<file path="src/rtl/decode_hazard_ctrl.sv">
// Pipeline sequencing controller: load-use stalls, taken-branch flushes and memory-wait freezes.
// Optional HAZARD_PERF_CNT_EN adds saturating stall/flush/wait cycle counters.
module decode_hazard_ctrl #(
    parameter int unsigned LOAD_USE_STALL = 1,
    parameter int unsigned FLUSH_CYCLES   = 2
) (
    input  logic        clk,
    input  logic        rst,
    input  logic        id_valid,
    input  logic [3:0]  id_rn,
    input  logic [3:0]  id_rm,
    input  logic        id_uses_rn,
    input  logic        id_uses_rm,
    input  logic        ex_valid,
    input  logic        ex_mem_read,
    input  logic [3:0]  ex_rd,
    input  logic        br_taken,
    input  logic        mem_busy,
    output logic        pc_en,
    output logic        ifid_en,
    output logic        ifid_flush,
    output logic        idex_en,
    output logic        idex_bubble,
    output logic        exmem_en,
    output logic [1:0]  state
`ifdef HAZARD_PERF_CNT_EN
    ,
    output logic [15:0] stall_cycles,
    output logic [15:0] flush_cycles,
    output logic [15:0] wait_cycles
`endif
);

    typedef enum logic [1:0] {
        RUN        = 2'd0,
        LOAD_STALL = 2'd1,
        FLUSH      = 2'd2,
        MEM_WAIT   = 2'd3
    } state_t;

    localparam int unsigned     CNT_W      = 4;
    localparam logic [CNT_W-1:0] STALL_INIT = CNT_W'(LOAD_USE_STALL - 1);
    localparam logic [CNT_W-1:0] FLUSH_INIT = CNT_W'(FLUSH_CYCLES - 1);
    localparam logic [CNT_W-1:0] CNT_ONE    = CNT_W'(1);

    state_t           state_q, state_d;
    state_t           ret_q, ret_d;
    state_t           eff_state;
    logic [CNT_W-1:0] cnt_q, cnt_d;
    logic             haz;

    assign haz = id_valid && ex_valid && ex_mem_read && (ex_rd != 4'hF) &&
                 ((id_uses_rn && (id_rn == ex_rd)) || (id_uses_rm && (id_rm == ex_rd)));

    assign state = state_q;

    always_ff @(posedge clk) begin
        if (rst) begin
            state_q <= RUN;
            ret_q   <= RUN;
            cnt_q   <= '0;
        end else begin
            state_q <= state_d;
            ret_q   <= ret_d;
            cnt_q   <= cnt_d;
        end
    end

    // Leaving MEM_WAIT behaves exactly like the resumed state in the same cycle.
    always_comb begin
        state_d     = state_q;
        ret_d       = ret_q;
        cnt_d       = cnt_q;
        pc_en       = 1'b0;
        ifid_en     = 1'b0;
        ifid_flush  = 1'b0;
        idex_en     = 1'b0;
        idex_bubble = 1'b0;
        exmem_en    = 1'b0;
        eff_state   = (state_q == MEM_WAIT) ? ret_q : state_q;

        if (rst) begin
            ifid_flush  = 1'b1;
            idex_bubble = 1'b1;
            state_d     = RUN;
        end else if (mem_busy) begin
            state_d = MEM_WAIT;
            if (state_q != MEM_WAIT) begin
                ret_d = state_q;
            end
        end else begin
            case (eff_state)
                RUN: begin
                    if (br_taken) begin
                        pc_en       = 1'b1;
                        ifid_en     = 1'b1;
                        idex_en     = 1'b1;
                        exmem_en    = 1'b1;
                        ifid_flush  = 1'b1;
                        idex_bubble = 1'b1;
                        cnt_d       = FLUSH_INIT;
                        state_d     = (FLUSH_CYCLES > 1) ? FLUSH : RUN;
                    end else if (haz) begin
                        idex_en     = 1'b1;
                        idex_bubble = 1'b1;
                        exmem_en    = 1'b1;
                        cnt_d       = STALL_INIT;
                        state_d     = (LOAD_USE_STALL > 1) ? LOAD_STALL : RUN;
                    end else begin
                        pc_en    = 1'b1;
                        ifid_en  = 1'b1;
                        idex_en  = 1'b1;
                        exmem_en = 1'b1;
                        state_d  = RUN;
                    end
                end
                LOAD_STALL: begin
                    idex_en     = 1'b1;
                    idex_bubble = 1'b1;
                    exmem_en    = 1'b1;
                    cnt_d       = cnt_q - CNT_ONE;
                    state_d     = (cnt_q == CNT_ONE) ? RUN : LOAD_STALL;
                end
                FLUSH: begin
                    pc_en       = 1'b1;
                    ifid_en     = 1'b1;
                    idex_en     = 1'b1;
                    exmem_en    = 1'b1;
                    ifid_flush  = 1'b1;
                    idex_bubble = 1'b1;
                    cnt_d       = cnt_q - CNT_ONE;
                    state_d     = (cnt_q == CNT_ONE) ? RUN : FLUSH;
                end
                default: begin
                    state_d = RUN;
                end
            endcase
        end
    end

    // Configuration check: zero or over-range stall/flush lengths are not supported.
    always_ff @(posedge clk) begin
        assert (LOAD_USE_STALL >= 1 && LOAD_USE_STALL <= 15)
            else $error("decode_hazard_ctrl: LOAD_USE_STALL out of range 1..15");
        assert (FLUSH_CYCLES >= 1 && FLUSH_CYCLES <= 15)
            else $error("decode_hazard_ctrl: FLUSH_CYCLES out of range 1..15");
    end

`ifdef HAZARD_PERF_CNT_EN
    logic wait_hit;

    assign wait_hit = mem_busy && !pc_en && !ifid_en && !idex_en && !exmem_en;

    // Saturating event counters.
    always_ff @(posedge clk) begin
        if (rst) begin
            stall_cycles <= '0;
            flush_cycles <= '0;
            wait_cycles  <= '0;
        end else begin
            if (idex_bubble && !ifid_flush && (stall_cycles != 16'hFFFF)) begin
                stall_cycles <= stall_cycles + 16'd1;
            end
            if (ifid_flush && (flush_cycles != 16'hFFFF)) begin
                flush_cycles <= flush_cycles + 16'd1;
            end
            if (wait_hit && (wait_cycles != 16'hFFFF)) begin
                wait_cycles <= wait_cycles + 16'd1;
            end
        end
    end
`endif

endmodule

</file>
<file path="config.mk">
export PLATFORM = sky130hd
export DESIGN_NAME = decode_hazard_ctrl
export DESIGN_NICKNAME = d
export VERILOG_FILES = /design/src/rtl/decode_hazard_ctrl.sv
export SDC_FILE = /design/constraint.sdc
export NUM_CORES = 1
export LEC_CHECK = 0
export CAP_MARGIN = 0
export CORE_MARGIN = 2
export CORE_UTILIZATION = 40
export DETAILED_ROUTE_END_ITERATION = 12
export MAX_ROUTING_LAYER = met4
export PLACE_DENSITY = 0.77
export SLEW_MARGIN = 30
export SYNTH_ARGS = -nofsm -noshare
export SYNTH_HDL_FRONTEND = slang
export SYNTH_SLANG_ARGS = --single-unit
export TNS_END_PERCENT = 5
</file>
<file path="constraint.sdc">
create_clock -name clk -period 2.1 [get_ports clk]
set_input_delay 0.42 -clock clk [delete_from_list [all_inputs] [get_ports clk]]
set_output_delay 0.42 -clock clk [all_outputs]
set_load 0.02 [all_outputs]
</file>
==> summary.md <==
| Metric | Value |
|---|---|
| CTS HTree Levels | `1` |
| Cts hold-fix bufs | `0` |
| Cells along the critical path | `dlygate4sd2_1, xnor2_1, nand3_1, nor3_4, nor3_2, o21ai_1, a21o_1, buf_6` |
| CP delay by family, top | `simple AND/OR/NAND/NOR gates` |
| Share of power burned in registers | `33.4%` |
| Crit. End Element | `primary output` |
| Internal Power | `0.350 mW` |
| Maxcap violations | `0` |
| Routed WL | `1950 um` |
| Final worst-path cycle share | `100%` |
| Most frequent cell after synthesis | `inv_1` |
| WL per Instance | `13.2 um` |
| R2R setup slack | `0.16 ns` |
| Worst r2r dst | `cnt_q[2]` |
| Final worst slack | `-0.00962 ns` |
| DR pass1 iterations | `4` |
| Register bit total from synthesis | `8` |
| Async SR Flop Fraction | `0%` |
| Post-Route Utilization | `72.2%` |
| Ant diodes | `0` |
| # rows | `14` |
| Num CTS Buffers | `3` |
| Psw | `0.183 mW` |
| DR iter-0 viols | `10` |
| RSZ-0062 raised after global routing | `true` |
| Post-Syn Area | `662 um^2` |
| DP HPWL | `1550 um` |
| Worst Hold Path EP | `cnt_q[1]` |
| CP peak stage delay | `0.27 ns` |
| Ys Warns | `0` |
| Grt total ovfl | `0` |
| Count of input and output buffers | `28` |
| Clk pwr share | `22.5%` |
| Die Ht | `44.7 um` |
| Post-route ant nets | `0` |
| CTS tree | `done` |
| Post-Synth Adder-Cell Area | `11.3%` |
| CTS clk-pin slew, worst paths | `0.05 ns` |
| Nets | `161` |
| WHS Path Cells | `2` |
| Die Width | `44.7 um` |
| Yosys top cell area share | `24.2%` |
| Crit Path Max Fanout | `3` |
| Buffers & Inverters on Critical Path | `2` |
| Place WS | `-0.786 ns` |
| Share of cells above drive strength 1 | `28.0%` |
| PD cells | `484 mW/mm^2` |
| Peak Freq | `474 MHz` |
| Drt drc | `0` |
| Cell accounting for the most synthesized area | `dfxtp_1` |
| Worst slew pin tran | `0.312 ns` |
| Starting density of the core | `43.4%` |
| XOR/XNOR share of the synthesized area | `10.6%` |
| Syn Inst Count | `88` |
| Synth Area in Compound Gates | `19.8%` |
| HP Class | `flop to flop` |
| Sw frac | `34.3%` |
| CTS Sinks | `8` |
| Tmin final | `2.11 ns` |
| Top cells by count, synth | `inv_1, dfxtp_1, xnor2_1, a21oi_1, nor2_1` |
| DIE AREA | `0.00200 mm^2` |
| Hold Vio Cnt, Final | `0` |
| Global-route wire length before repair | `3160 um` |
| Top_reg_cell synth | `dfxtp_1` |
| Routability cong. | `0.875` |
| Overall Global Routing Usage | `22.8%` |
| Post-Syn Area per Cell | `7.52 um^2` |
| Core Area | `0.00152 mm^2` |
| Reg2reg start | `state[0]` |
| Layout area overhead | `66.2%` |
| Simple-Gate Fraction of Synth Area | `25.5%` |
| Seq/Total Area, Yosys | `24.2%` |
| Fill cell count | `137` |
| Setup Viol. Count Final | `3` |
| Vias post-DR | `766` |
| CTS max path bufs | `2` |
| Relative slew slack | `79.2%` |
| Initial antenna violation count | `0` |
| DR vias/cell | `5.18` |
| Area of the multi-input gates | `504 um^2` |
| Combinational power share | `44.1%` |
| Failing checks | `negative setup slack` |
| Register area | `160 um^2` |
| Hold Crit Start | `cnt_q[1]` |
| Slowest CP cell | `nor3_4` |
| Area contributors post-synth | `dfxtp_1, ha_1, xnor2_1` |
| Data required, critical path | `1.68 ns` |
| Worst-case reg-to-reg path depth | `8` |
| EDFF count, synth | `0` |
| Synth cell types | `26` |
| CP startpoint kind | `input pin` |
| Clock Latency Late Sink | `0.26 ns` |
| Outcome | `finished, violations left` |
| CP arrival | `1.69 ns` |
| Maximum VDD drop | `0.384 mV` |
| Leakage power | `0.499 nW` |
| Vias in the first global route | `755` |
| Largest net degree at the start of global routing | `8` |
| Mapped Nets | `115` |
| Clk_skew | `0.00637 ns` |
| Largest family of logic cells by synthesized area | `simple AND/OR/NAND/NOR gates` |
| Final Slew Violations | `0` |
| Root Driver | `clkbuf_4` |
| Mux share of post-synthesis cell area | `0%` |
| # IOs | `29` |
| Critical setup path kind | `input pin to primary output` |
## tightest hold or removal path: stages (launching register included)
cell and delay [ns]:
dfxtp_1 0.33, nand2_1 0.06, a21oi_1 0.05
## cells by family (layout without fill, tap and decap cells)
group	after synthesis	in the layout
and+or+nand+nor	32	32
DFF	8	8
xor gates and xnor gates	8	8
buffers and inverters	13	57
AOI/OAI and AO/OA	21	21
adders and majority gates	6	6
## metrics by stage
stage	setup TNS [ns]	power, mW	instances	area, um^2	hold WS [ns]
floorplan	-0.0565	0.297	88	673	0.446
global placement	-3.16	0.410	145	1070	0.459
detailed placement	-3.72	0.415	145	1070	0.465
CTS	-0.0445	0.524	148	1070	0.482
global route	-0.399	0.567	148	1100	0.501
finish	-0.0115	0.532	148	1100	0.483
## state kept, by name, summed over array words and instances (netlist names)
name,count
ret_q,2
cnt_q,4
state,2
## placed cells by master, fill, tap and decap left out, types with 5 or more instances in the layout
cell | synthesis | routed
a21oi_1 | 7 | 6
buf_2 | 0 | 6
buf_4 | 2 | 16
clkdlybuf4s50_1 | 0 | 6
dfxtp_1 | 8 | 8
dlygate4sd2_1 | 0 | 14
ha_1 | 6 | 5
inv_1 | 10 | 9
nand2_1 | 6 | 5
nor2_1 | 7 | 7
xnor2_1 | 8 | 8
## power groups by stage
stage / registers (mW) / logic, mW / clock network (mW)
after floorplan: 0.181 / 0.115 / 0
after global placement: 0.179 / 0.231 / 0
after detailed placement: 0.180 / 0.235 / 0
after CTS: 0.177 / 0.223 / 0.123
after global routing: 0.179 / 0.258 / 0.130
final: 0.178 / 0.235 / 0.120
## worst max path at each step
stage	startpoint	endpoint	cells after the start
final	id_rm[3]	idex_bubble	8
after global routing	id_rm[2]	pc_en	8
after CTS	state[1]	idex_en	5
after detailed placement	ex_rd[1]	idex_bubble	8
after global placement	ex_rd[2]	idex_bubble	8
after floorplan	state[0]	pc_en	7
## what timing repair did
item                                    in CTS  in global routing
endpoints found under the setup margin       8                  9
resized for setup                           55                  6
setup buffers                                0                  0
pin swaps                                   20                  7
## metal layers
| layer | up-vias | track usage, % | wire length, um |
|---|---|---|---|
| li1 | 394 | - | - |
| met3 | 4 | 7.35 | 63 |
| met4 | 0 | 3.64 | 27 |
| met1 | 346 | 23.2 | 801 |
| met2 | 22 | 42.3 | 1060 |
| met5 | - | - | 0 |
## layout make-up
class / count / area share, %
Sequential cell: 8 / 14.6
Inverter: 10 / 3.41
Clock buffer: 3 / 2.05
Multi-Input combinational cell: 67 / 45.8
Timing Repair Buffer: 44 / 32.3
Tap cell: 16 / 1.82
(Power assumes the default switching activity.)
